$ cat src/rtl/buraq_if_aligner.sv
// buraq_if_aligner: splits aligned 32-bit fetch words into 16-bit parcels and
// reassembles one RV32IMC instruction per handshake into a registered output.
module buraq_if_aligner #(
    parameter logic [31:0] BOOT_ADDR = 32'h0000_0000
) (
    input  logic        clk_i,
    input  logic        rst_ni,
    input  logic        fetch_valid_i,
    input  logic [31:0] fetch_rdata_i,
    output logic        fetch_ready_o,
    input  logic        flush_i,
    input  logic [31:0] flush_pc_i,
    output logic        instr_valid_o,
    input  logic        instr_ready_i,
    output logic [31:0] instr_o,
    output logic        instr_cmp_o,
    output logic [31:0] instr_pc_o
);

    // Where the parcel(s) for the current emit come from, in priority order.
    typedef enum logic [2:0] {
        SRC_NONE,
        SRC_HOLD_CMP,
        SRC_HOLD_STRADDLE,
        SRC_UPPER,
        SRC_WORD
    } src_e;

    localparam logic [31:0] BOOT_PC = BOOT_ADDR & ~32'd1;

    logic [15:0] hold_q, hold_d;
    logic        hold_v_q, hold_v_d;
    logic        skip_q, skip_d;
    logic [31:0] pc_q, pc_d;
    logic [31:0] instr_q, instr_d;
    logic        cmp_q, cmp_d;
    logic [31:0] ipc_q, ipc_d;
    logic        valid_q, valid_d;

    logic        load;
    logic        emit;
    logic [31:0] e_instr;
    logic        e_cmp;
    logic        ready;
    src_e        src;

    assign load = !valid_q || instr_ready_i;

    // Source selection, next-state and fetch handshake.
    always_comb begin
        hold_d   = hold_q;
        hold_v_d = hold_v_q;
        skip_d   = skip_q;
        pc_d     = pc_q;
        instr_d  = instr_q;
        cmp_d    = cmp_q;
        ipc_d    = ipc_q;
        valid_d  = valid_q;
        ready    = 1'b0;
        emit     = 1'b0;
        e_instr  = '0;
        e_cmp    = 1'b0;
        src      = SRC_NONE;

        if (hold_v_q && hold_q[1:0] != 2'b11) begin
            src = SRC_HOLD_CMP;
        end else if (hold_v_q) begin
            if (fetch_valid_i) src = SRC_HOLD_STRADDLE;
        end else if (fetch_valid_i) begin
            src = skip_q ? SRC_UPPER : SRC_WORD;
        end

        case (src)
            SRC_HOLD_CMP: begin
                emit    = 1'b1;
                e_instr = {16'b0, hold_q};
                e_cmp   = 1'b1;
                if (load) hold_v_d = 1'b0;
            end
            SRC_HOLD_STRADDLE: begin
                emit    = 1'b1;
                e_instr = {fetch_rdata_i[15:0], hold_q};
                ready   = load;
                if (load) hold_d = fetch_rdata_i[31:16];
            end
            SRC_UPPER: begin
                if (fetch_rdata_i[17:16] != 2'b11) begin
                    emit    = 1'b1;
                    e_instr = {16'b0, fetch_rdata_i[31:16]};
                    e_cmp   = 1'b1;
                    ready   = load;
                    if (load) skip_d = 1'b0;
                end else begin
                    // Parking the upper half needs no output slot, so the
                    // word is taken even under backpressure.
                    ready    = 1'b1;
                    hold_d   = fetch_rdata_i[31:16];
                    hold_v_d = 1'b1;
                    skip_d   = 1'b0;
                end
            end
            SRC_WORD: begin
                emit  = 1'b1;
                ready = load;
                if (fetch_rdata_i[1:0] != 2'b11) begin
                    e_instr = {16'b0, fetch_rdata_i[15:0]};
                    e_cmp   = 1'b1;
                    if (load) begin
                        hold_d   = fetch_rdata_i[31:16];
                        hold_v_d = 1'b1;
                    end
                end else begin
                    e_instr = fetch_rdata_i;
                end
            end
            default: ;
        endcase

        if (load) begin
            valid_d = emit;
            if (emit) begin
                instr_d = e_instr;
                cmp_d   = e_cmp;
                ipc_d   = pc_q;
                pc_d    = pc_q + (e_cmp ? 32'd2 : 32'd4);
            end
        end

        if (flush_i) begin
            valid_d  = 1'b0;
            hold_v_d = 1'b0;
            pc_d     = flush_pc_i & ~32'd1;
            skip_d   = flush_pc_i[1];
            ready    = 1'b0;
        end
    end

    // State and output registers.
    always_ff @(posedge clk_i or negedge rst_ni) begin
        if (!rst_ni) begin
            hold_q   <= '0;
            hold_v_q <= 1'b0;
            skip_q   <= BOOT_ADDR[1];
            pc_q     <= BOOT_PC;
            instr_q  <= '0;
            cmp_q    <= 1'b0;
            ipc_q    <= '0;
            valid_q  <= 1'b0;
        end else begin
            hold_q   <= hold_d;
            hold_v_q <= hold_v_d;
            skip_q   <= skip_d;
            pc_q     <= pc_d;
            instr_q  <= instr_d;
            cmp_q    <= cmp_d;
            ipc_q    <= ipc_d;
            valid_q  <= valid_d;
        end
    end

    assign fetch_ready_o = ready && rst_ni;
    assign instr_valid_o = valid_q;
    assign instr_o       = instr_q;
    assign instr_cmp_o   = cmp_q;
    assign instr_pc_o    = ipc_q;

endmodule

$ cat config.mk
export PLATFORM = sky130hd
export DESIGN_NAME = buraq_if_aligner
export DESIGN_NICKNAME = d
export VERILOG_FILES = /design/src/rtl/buraq_if_aligner.sv
export SDC_FILE = /design/constraint.sdc
export NUM_CORES = 1
export LEC_CHECK = 0
export CAP_MARGIN = 40
export CORE_MARGIN = 2
export CORE_UTILIZATION = 40
export CTS_CLUSTER_SIZE = 25
export DETAILED_ROUTE_END_ITERATION = 8
export DONT_BUFFER_PORTS = 1
export GPL_TIMING_DRIVEN = 0
export PLACE_DENSITY = 0.56
export SLEW_MARGIN = 10
export SYNTH_ARGS = -nofsm -noshare
export SYNTH_HDL_FRONTEND = slang
export SYNTH_SLANG_ARGS = --single-unit
export TNS_END_PERCENT = 5
$ cat constraint.sdc
create_clock -name clk_i -period 3.5 [get_ports clk_i]
set_clock_uncertainty 0.15 [all_clocks]
set_input_delay 0.525 -clock clk_i [delete_from_list [all_inputs] [get_ports clk_i]]
set_output_delay 0.525 -clock clk_i [all_outputs]
set_load 0.05 [all_outputs]
==> out/qor.txt, run 1 <==
Share of cells above drive strength 1: 0.1947
Unrepaired setup endpoints after global routing: false
H-tree depth: 4
PwrDens: 734.9 nW/um^2
Crit-path max cell delay: 390 ps
Die Wd: 122.1 microns
Initial DRC count: 366
Final #Nets: 629
Status: completed
Routability cong.: 0.8418
Vias in the first global route: 4724
Startpoint Class: register
I/O pins: 136
VDD IR-drop max: 0.3562 mV
Root Buffer: clkbuf_16
Min-Delay Endpoint: pc_q[13]
Met2 Resource Use GR: 0.3621
Synth cell types: 56
N_diodes: 0
Vias per inst: 6.123
R2r endpoint: pc_q[27]
Final core occ: 0.4706
Tcrit/Tclk final: 0.9576
Antenna Nets Post-Route: 0
GRT Total Usage: 0.2292
Largest net degree at the start of global routing: 115
Critical Path AT: 3470 ps
Via Count: 4592
Setup CP Type: register to register
EDFF count, synth: 0
Hold Startpoint: flush_pc_i[13]
Buffers added on ports: 0
Main synth FF type: dfrtp_1
Synthesized area per cell: 10.49 sq um
CP endpoint kind: register
Fin area: 6481 sq um
Top-count cell post-synth: dfrtp_1
Synth Register Bits: 114
Endpoints failing setup: 0
Hold Path Class: primary input to register
Crit-path cells: buf_6, nor2b_2, and3_1, buf_4, a211oi_1, inv_1, ha_1, inv_1, fa_2, a211o_4, buf_6, buf_2, o41ai_1, o211ai_1
Cell Area, Placed: 5831 sq um
Final Hold Vio Count: 0
Reg2reg start: hold_v_q
Initial Utilization: 0.4051
TritonRoute pass-1 iters: 6
Yosys top cell area share: 0.5113
Worst-margin pin slew: 705.0 ps
Min-Delay Path Depth: 2
Leak: 0.002595 uW
Synth-to-Final Area Change: 16.17%
Commonest cells post-synth: 114 x dfrtp_1, 64 x nand2_1, 44 x o21ai_0
# clock sinks: 114
Row cnt: 43
Total Wirelength: 16440 microns
DR WL/cell: 21.92 microns
Drc violations: 0
Worst skew pair latency: 410 ps
CP Max Fanout: 10
Max Cap Viol: 0
M1 GR Usage: 0.2843
Worst reg2reg path depth: 14
Max Buffers Root-to-Sink: 2
Gr busiest metal: met2
Worst slew margin: 0.5300
Worst Path Required: 3620 ps
Max-slew violations: 0
Die height: 122.1 microns
Post-Syn Area: 5579 sq um
Initial antenna violation count: 0
Fin crit period: 3352 ps
YS warnings: 0
CP delay by family, top: compound AO/OA/AOI/OAI gates
First-pass GRT wire length: 25820 microns
Critical-path top delay cell: fa_2
Sequential area share after synthesis: 0.5113
Post-Synthesis Cells: 532
Total CTS buffers: 17
Core outline area: 13770 sq um
Grt total ovfl: 0
Syn Nets: 604
Hpwl dp: 11400 microns
CTS tree: yes
Max Clk Rate: 298.4 MHz
Met3 usage in global routing: 0.08006
Die Area: 14910 sq um
Asr flop ratio synth: 1.000
Cell taking the most area after synthesis: dfrtp_1
Worst-path clk slew: 60 ps
Top post-synthesis cells by area: dfrtp_1 51%, mux2_2 8.3%, nand2_1 4.3%, o21ai_0 3.9%, a222oi_1 2.5%
CP Buf/Inv Count: 6
R2r setup slk: 150 ps
==> layout by cell type (no fill, tap or decap), drive strengths merged, types with 16 or more instances in the layout <==
cell,instances
dfrtp,114
nand2,64
o21ai,44
mux2,42
clkbuf,36
buf,29
nor2,24
a31oi,19
a22oi,18
or4,16
o31ai,16
==> cells by family after synthesis <==
kind of cell	after synthesis	synth area share
other cells	1	0.0006722
flops	114	0.5113
buf+inv	53	0.04418
mux	44	0.08836
compound gates	144	0.1832
simple gates	173	0.1642
fa+ha+maj	3	0.008073
==> flip-flops by register name, summed over array words and instances (netlist names) <==
register / count
instr_cmp_o: 1
instr_o: 32
hold_v_q: 1
instr_pc_o: 31
pc_q: 31
hold_q: 16
instr_valid_o: 1
skip_q: 1
==> stage by stage <==
stage                     setup slack [ps]  instances  hold WS, ps  TNS (ps)  power (uW)
after floorplan                      182.0        532        79.41         0        2810
after global placement              -207.2        712        84.00    -505.5        3004
after detailed placement            -131.2        715        86.42    -379.0        3035
after CTS                            17.94        750        69.30         0        4798
after global routing                 7.248        750        82.13         0        4968
final                                148.5        750        81.70         0        4763
==> worst max path at each step <==
stage | start | end | slack [ps] | cells after the start
after floorplan | instr_valid_o | fetch_ready_o | 180 | 3
after global placement | instr_valid_o | fetch_ready_o | -210 | 3
after detailed placement | fetch_valid_i | pc_q[27] | -130 | 13
after CTS | hold_v_q | pc_q[27] | 20 | 14
after global routing | hold_v_q | pc_q[27] | 7 | 14
final | hold_v_q | pc_q[27] | 150 | 14
==> layer usage <==
metal / up-vias / part of all wire
met5: - / 0
met4: 0 / 0.025
met3: 33 / 0.086
met2: 201 / 0.48
met1: 2279 / 0.41
li1: 2079 / -
==> timing repair <==
action | CTS | global route
setup endpoints to repair | 6 | 12
hold endpoints to repair | 114 | 0
setup buffers | 1 | 0
gates cloned | 0 | 0
resized for setup | 2 | 4
pin swaps | 1 | 0
hold buffers | 2 | 0
==> cell type report <==
class | instances | area (sq um)
tap | 180 | 225.2
sequential | 114 | 2853
clock inverter | 12 | 131.4
fill | 1323 | 7292
clock buffer | 20 | 456.7
inverter | 13 | 48.80
multi-input combinational | 365 | 2500
timing repair buffer | 6 | 65.06
buffer | 40 | 201.4
==> where the power goes <==
group	switching (uW)	total, uW	internal, uW	leakage, uW
clock	636	1720	1090	0.000279
combinational	380	677	297	0.000930
sequential	800	2370	1570	0.00139
total	1820	4760	2950	0.00259
Power figures use the tool's default switching activity.
==> run 2: changes to the inputs <==
--- a/config.mk
+++ b/config.mk
@@ -6,7 +6,7 @@
 export NUM_CORES = 1
 export LEC_CHECK = 0
 export CAP_MARGIN = 40
-export CORE_MARGIN = 2
+export CORE_MARGIN = 4
 export CORE_UTILIZATION = 40
 export CTS_CLUSTER_SIZE = 25
 export DETAILED_ROUTE_END_ITERATION = 8
==> run 2 against run 1 <==
Critical endpoint unchanged. Highest routed layer unchanged. Non-clock buffer count down 1. Combinational power rose by 1%. Register-to-register slack better by 60 ps. Via count is 0.59% higher.
==> out/qor.txt, run 2 (synthesis gave the netlist of run 1 again) <==
CP Max Fanout: 10 (unchanged)
Tcrit/Tclk final: 0.9408 (-0.01677)
TritonRoute pass-1 iters: 9 (+3)
H-tree depth: 4 (unchanged)
Worst Setup SP: hold_v_q
Unrepaired setup endpoints after global routing: false
Reg2reg start: hold_v_q
Routability cong.: 0.8500 (+0.97%)
Total Wirelength: 16800 microns (+2.2%)
GRT Total Usage: 0.2133 (-0.01589)
Crit-path cells: buf_6, nor2b_1, and3_1, clkbuf_4, a211oi_2, inv_1, ha_1, inv_1, fa_2, a211o_4, buf_6, buf_2, o41ai_1, o211ai_1
Crit-path max cell delay: 390 ps (about the same)
Max-slew violations: 0 (unchanged)
Buffers added on ports: 0 (unchanged)
Startpoint Class: register
I/O pins: 136 (unchanged)
Setup CP Type: register to register
Vias in the first global route: 4658 (-1.4%)
Hold Path Class: primary input to register
Commonest non-fill, non-tap cell in the layout: dfrtp_1
Die height: 126.1 microns (+3.3%)
Setup tns final: 0 ps (unchanged)
Initial antenna violation count: 1 (+1)
Antenna Nets Post-Route: 0 (unchanged)
Die Wd: 126.1 microns (+3.3%)
Root Buffer: clkbuf_16
Worst-margin pin slew: 888.3 ps (+183.3 ps)
Status: completed
Max Clk Rate: 303.7 MHz (+1.8%)
Synth-to-Final Area Change: 16.66%
CP endpoint kind: register
Grt total ovfl: 0 (unchanged)
Share of cells above drive strength 1: 0.1933 (-0.001415)
First-pass GRT wire length: 26570 microns (+2.9%)
Hpwl dp: 11660 microns (+2.2%)
Die Area: 15900 sq um (+6.7%)
Worst skew pair latency: 420 ps (about the same)
Drc violations: 0 (unchanged)
Critical Path AT: 3430 ps (-40 ps)
Via Count: 4619 (+0.59%)
Leading cell types in the layout, fill and taps excluded: 114 x dfrtp_1, 64 x nand2_1, 44 x o21ai_0, 41 x mux2_2, 24 x nor2_1
Final #Nets: 628 (-0.16%)
Worst Path Required: 3630 ps (about the same)
Core outline area: 13450 sq um (-2.3%)
Hold slack final: 80.86 ps (-0.8445 ps)
Max Buffers Root-to-Sink: 2 (unchanged)
Critical-path top delay cell: fa_2
Initial Utilization: 0.4147 (+0.009645)
Row cnt: 42 (-2.3%)
Worst slew margin: 0.4032 (-0.1267)
VDD IR-drop max: 0.3394 mV (-4.7%)
Leak: 0.002601 uW (+0.26%)
CTS tree: yes
Worst-path clk slew: 60 ps (about the same)
Largest net degree at the start of global routing: 115 (unchanged)
Vias per inst: 6.192 (+1.1%)
DR WL/cell: 22.52 microns (+2.8%)
Max reg flops: 32 (unchanged)
Endpoints failing setup: 0 (unchanged)
Final Hold Vio Count: 0 (unchanged)
Fin crit period: 3293 ps (-58.71 ps)
# clock sinks: 114 (unchanged)
PwrDens: 744.7 nW/um^2 (+1.3%)
Total CTS buffers: 17 (unchanged)
Max Cap Viol: 0 (unchanged)
Initial DRC count: 420 (+15%)
Hold Startpoint: flush_pc_i[13]
run 2: cell count changes in the layout (fill, tap and decap cells not counted), moves of 2 or more:
| cell | before | now |
|---|---|---|
| clkinv_4 | 1 | 4 |
| inv_6 | 2 | 0 |
| o311ai_0 | 5 | 3 |
| o311ai_1 | 2 | 4 |
run 2: cell type report:
| cell class | count | area (sq um) |
|---|---|---|
| multi-input cells | 365 | 2510 |
| plain buffers | 40 | 200.2 |
| flip-flops and latches | 114 | 2853 |
| repair buffers | 5 | 60.06 |
| inverters | 13 | 48.80 |
| clock inverters | 12 | 157.7 |
| well taps | 176 | 220.2 |
| fillers | 1278 | 6944 |
| clock buffers | 20 | 456.7 |
| diodes | 1 | 2.502 |
run 2: power by group:
| group | switching, uW | total [uW] | internal [uW] |
|---|---|---|---|
| combinational | 386 | 684 | 298 |
| sequential | 801 | 2370 | 1570 |
| clock | 639 | 1800 | 1160 |
| total | 1830 | 4850 | 3020 |
run 2: worst paths after layout:
path | endpoint | depth (start not counted) | slack, ps
max | pc_q[27] | 14 | 210
max reg2reg | pc_q[27] | 14 | 210
min in group asynchronous | hold_q[0] | 2 | 580
max in group asynchronous | instr_pc_o[18] | 2 | 2190
min reg2reg | hold_q[14] | 1 | 360
min | pc_q[13] | 2 | 80
run 2: critical path: cells and delay by family (launching register included):
family / cells / cell delay (ps)
buf+inv: 6 / 900
compound gates: 4 / 830
fa+ha+maj: 2 / 560
flops: 1 / 370
simple gates: 2 / 340
run 2: stage by stage:
stage               utilization  total power [uW]  instance area, sq um  setup WS (ps)  instances
floorplan                     -              2810                  5579          182.0        532
global placement         0.4311              3007                  5799         -202.7        708
detailed placement       0.4327              3039                  5821         -59.96        710
CTS                      0.4823              4874                  6489          34.87        745
global route             0.4838              5049                  6509          33.27        746
finish                   0.4838              4847                  6509          207.2        746
run 2: layer usage:
metal / track usage / wire (microns) / up-vias
met5: 0 / 0 / -
met1: 0.2626 / 6875 / 2307
met3: 0.07113 / 1402 / 31
met2: 0.3493 / 8182 / 207
met4: 0.07950 / 342 / 0
li1: - / - / 2074
run 2: what timing repair did:
action	in CTS	in global routing
setup endpoints to repair	5	20
hold endpoints to repair	114	0
gates resized for setup	1	6
hold buffers	2	0
pin swaps	1	0
setup buffers	1	0
==> run 3: changes to the inputs <==
--- a/config.mk
+++ b/config.mk
@@ -5,7 +5,6 @@
 export SDC_FILE = /design/constraint.sdc
 export NUM_CORES = 1
 export LEC_CHECK = 0
-export CAP_MARGIN = 40
 export CORE_MARGIN = 4
 export CORE_UTILIZATION = 40
 export CTS_CLUSTER_SIZE = 25
==> run 3 against run 2 <==
Critical path depth down 2. Via count shrank 1.3%. Design area up 0.25%. Clock power is 7% higher. Final cell count down 0.54%. First-iteration DRC count fell by 14%. Highest routed layer unchanged.
==> out/qor.txt, run 3 (synthesis gave the netlist of run 1 again) <==
Startpoint Class: register
Initial Utilization: 0.4147 (unchanged)
Hold slack final: 82.34 ps (+1.481 ps)
CP endpoint kind: register
# clock sinks: 114 (unchanged)
Filler cells: 1262 (-1.3%)
Share of cells above drive strength 1: 0.1855 (-0.007809)
Max Buffers Root-to-Sink: 2 (unchanged)
Worst Setup SP: hold_v_q
Total CTS buffers: 17 (unchanged)
Total Wirelength: 16630 microns (-1.0%)
N_diodes: 0 (-1)
Root Buffer: clkbuf_16
Synth-to-Final Area Change: 16.95%
CTS tree: yes
Antenna Nets Post-Route: 0 (unchanged)
PwrDens: 762.7 nW/um^2 (+2.4%)
DP Worst Slack: -58.28 ps (+1.681 ps)
Post-CTS Setup Inserts: 0 (-1)
TritonRoute pass-1 iters: 7 (-2)
Max reg flops: 32 (unchanged)
Worst skew pair latency: 410 ps (about the same)
Endpoints failing setup: 0 (unchanged)
Max Cap Viol: 0 (unchanged)
Die Wd: 126.1 microns (unchanged)
Largest net degree at the start of global routing: 115 (unchanged)
Max Clk Rate: 297.4 MHz (-2.1%)
Worst-margin pin slew: 1270 ps (+381.3 ps)
Hold Path Class: primary input to register
Critical Path AT: 3490 ps (+60 ps)
Crit-path max cell delay: 450 ps (+60 ps)
Row cnt: 42 (unchanged)
Fin crit period: 3362 ps (+69.52 ps)
Worst slew margin: 0.1514 (-0.2519)
Initial antenna violation count: 0 (-1)
Via Count: 4557 (-1.3%)
Leak: 0.002612 uW (+0.39%)
CP Buf/Inv Count: 5 (-1)
Final #Nets: 625 (-0.48%)
CP delay by family, top: compound AO/OA/AOI/OAI gates
Commonest non-fill, non-tap cell in the layout: dfrtp_1
Critical-path top delay cell: nor3b_4
First-pass GRT wire length: 26220 microns (-1.3%)
Buffers added on ports: 0 (unchanged)
Initial DRC count: 363 (-14%)
Crit-path cells: buf_6, nor3b_4, a211oi_2, inv_1, ha_1, inv_1, fa_2, a211o_4, buf_6, buf_2, o41ai_1, o211ai_1
Max-slew violations: 0 (unchanged)
Leading cell types in the layout, fill and taps excluded: 114 x dfrtp_1, 64 x nand2_1, 44 x o21ai_0, 41 x mux2_2, 24 x nor2_1
I/O pins: 136 (unchanged)
DR WL/cell: 22.42 microns (-0.48%)
VDD IR-drop max: 0.3595 mV (+5.9%)
Vias in the first global route: 4633 (-0.54%)
Status: completed
Die height: 126.1 microns (unchanged)
Unrepaired setup endpoints after global routing: false
Routability cong.: 0.8500 (unchanged)
Core outline area: 13450 sq um (unchanged)
Hold Startpoint: flush_pc_i[13]
Die Area: 15900 sq um (unchanged)
Worst-path clk slew: 50 ps (about the same)
Final Hold Vio Count: 0 (unchanged)
Worst Path Required: 3630 ps (about the same)
Drc violations: 0 (unchanged)
Tcrit/Tclk final: 0.9607 (+0.01986)
Setup CP Type: register to register
Final WS setup: 137.7 ps (-69.52 ps)
Reg2reg start: hold_v_q
Grt total ovfl: 0 (unchanged)
H-tree depth: 4 (unchanged)
Vias per inst: 6.142 (-0.81%)
CP Max Fanout: 10 (unchanged)
Hpwl dp: 11650 microns (about the same)
GRT Total Usage: 0.2116 (-0.001689)
==> run 3: changes by cell type in the layout (fill, tap and decap cells not counted), sizes merged <==
cell / previous run / this run
clkinv: 7 / 3
buf: 27 / 24
clkbuf: 37 / 40
bufinv: 3 / 5
clkinvlp: 3 / 2
diode: 1 / 0
==> run 3: through the flow <==
step / TNS, ps / std cells / total power [uW] / util / instance area (sq um)
6_report: 0 / 742 / 4977 / 0.4850 / 6525
5_1_grt: 0 / 742 / 5187 / 0.4850 / 6525
4_1_cts: 0 / 742 / 5017 / 0.4843 / 6515
3_5_place_dp: -136.1 / 708 / 3032 / 0.4315 / 5806
3_3_place_gp: -349.2 / 708 / 3007 / 0.4311 / 5799
2_1_floorplan: 0 / 532 / 2810 / - / 5579
==> run 3: timing repair <==
| item | 4_1_cts | 5_1_grt |
|---|---|---|
| endpoints found under the hold margin | 114 | 0 |
| cloned | 0 | 0 |
| gates resized for setup | 1 | 5 |
| hold buffers | 2 | 0 |
| setup endpoints to repair | 2 | 21 |
| pin swaps | 1 | 0 |
==> run 3: cell type report <==
class | count | area (sq um) | area share
Sequential cell | 114 | 2853 | 0.4372
Timing Repair Buffer | 2 | 37.54 | 0.005753
Clock buffer | 23 | 488.0 | 0.07478
Inverter | 13 | 48.80 | 0.007478
Clock inverter | 9 | 175.2 | 0.02685
Buffer | 40 | 200.2 | 0.03068
Multi-Input combinational cell | 365 | 2502 | 0.3835
Tap cell | 176 | 220.2 | 0.03375
==> run 3: worst paths after layout <==
kind	cells after the start	slack [ps]	endpoint
max	12	140	pc_q[23]
min	2	80	pc_q[13]
max reg2reg	12	140	pc_q[23]
min reg2reg	1	350	hold_q[14]
max in group asynchronous	2	2210	instr_pc_o[18]
min in group asynchronous	2	600	instr_o[1]
==> run 3: power by group <==
group | internal, uW | switching (uW) | leakage, uW
combinational | 293 | 383 | 0.000906
sequential | 1570 | 800 | 0.00139
clock | 1340 | 599 | 0.000319
==> run 3: worst register-to-register path: cells and delay by family, from the launching register on <==
family	cells	cell delay, ps
compound gates	4	980
fa+ha+maj	2	570
flops	1	370
simple gates	1	450
buf+inv	5	710
==> run 3: metal layers <==
layer,track usage,vias to the layer above,routed length (microns)
met5,0,-,0
met4,0.07003,0,216
met3,0.07917,23,1536
met2,0.3393,197,8134
met1,0.2650,2273,6744
li1,-,2064,-
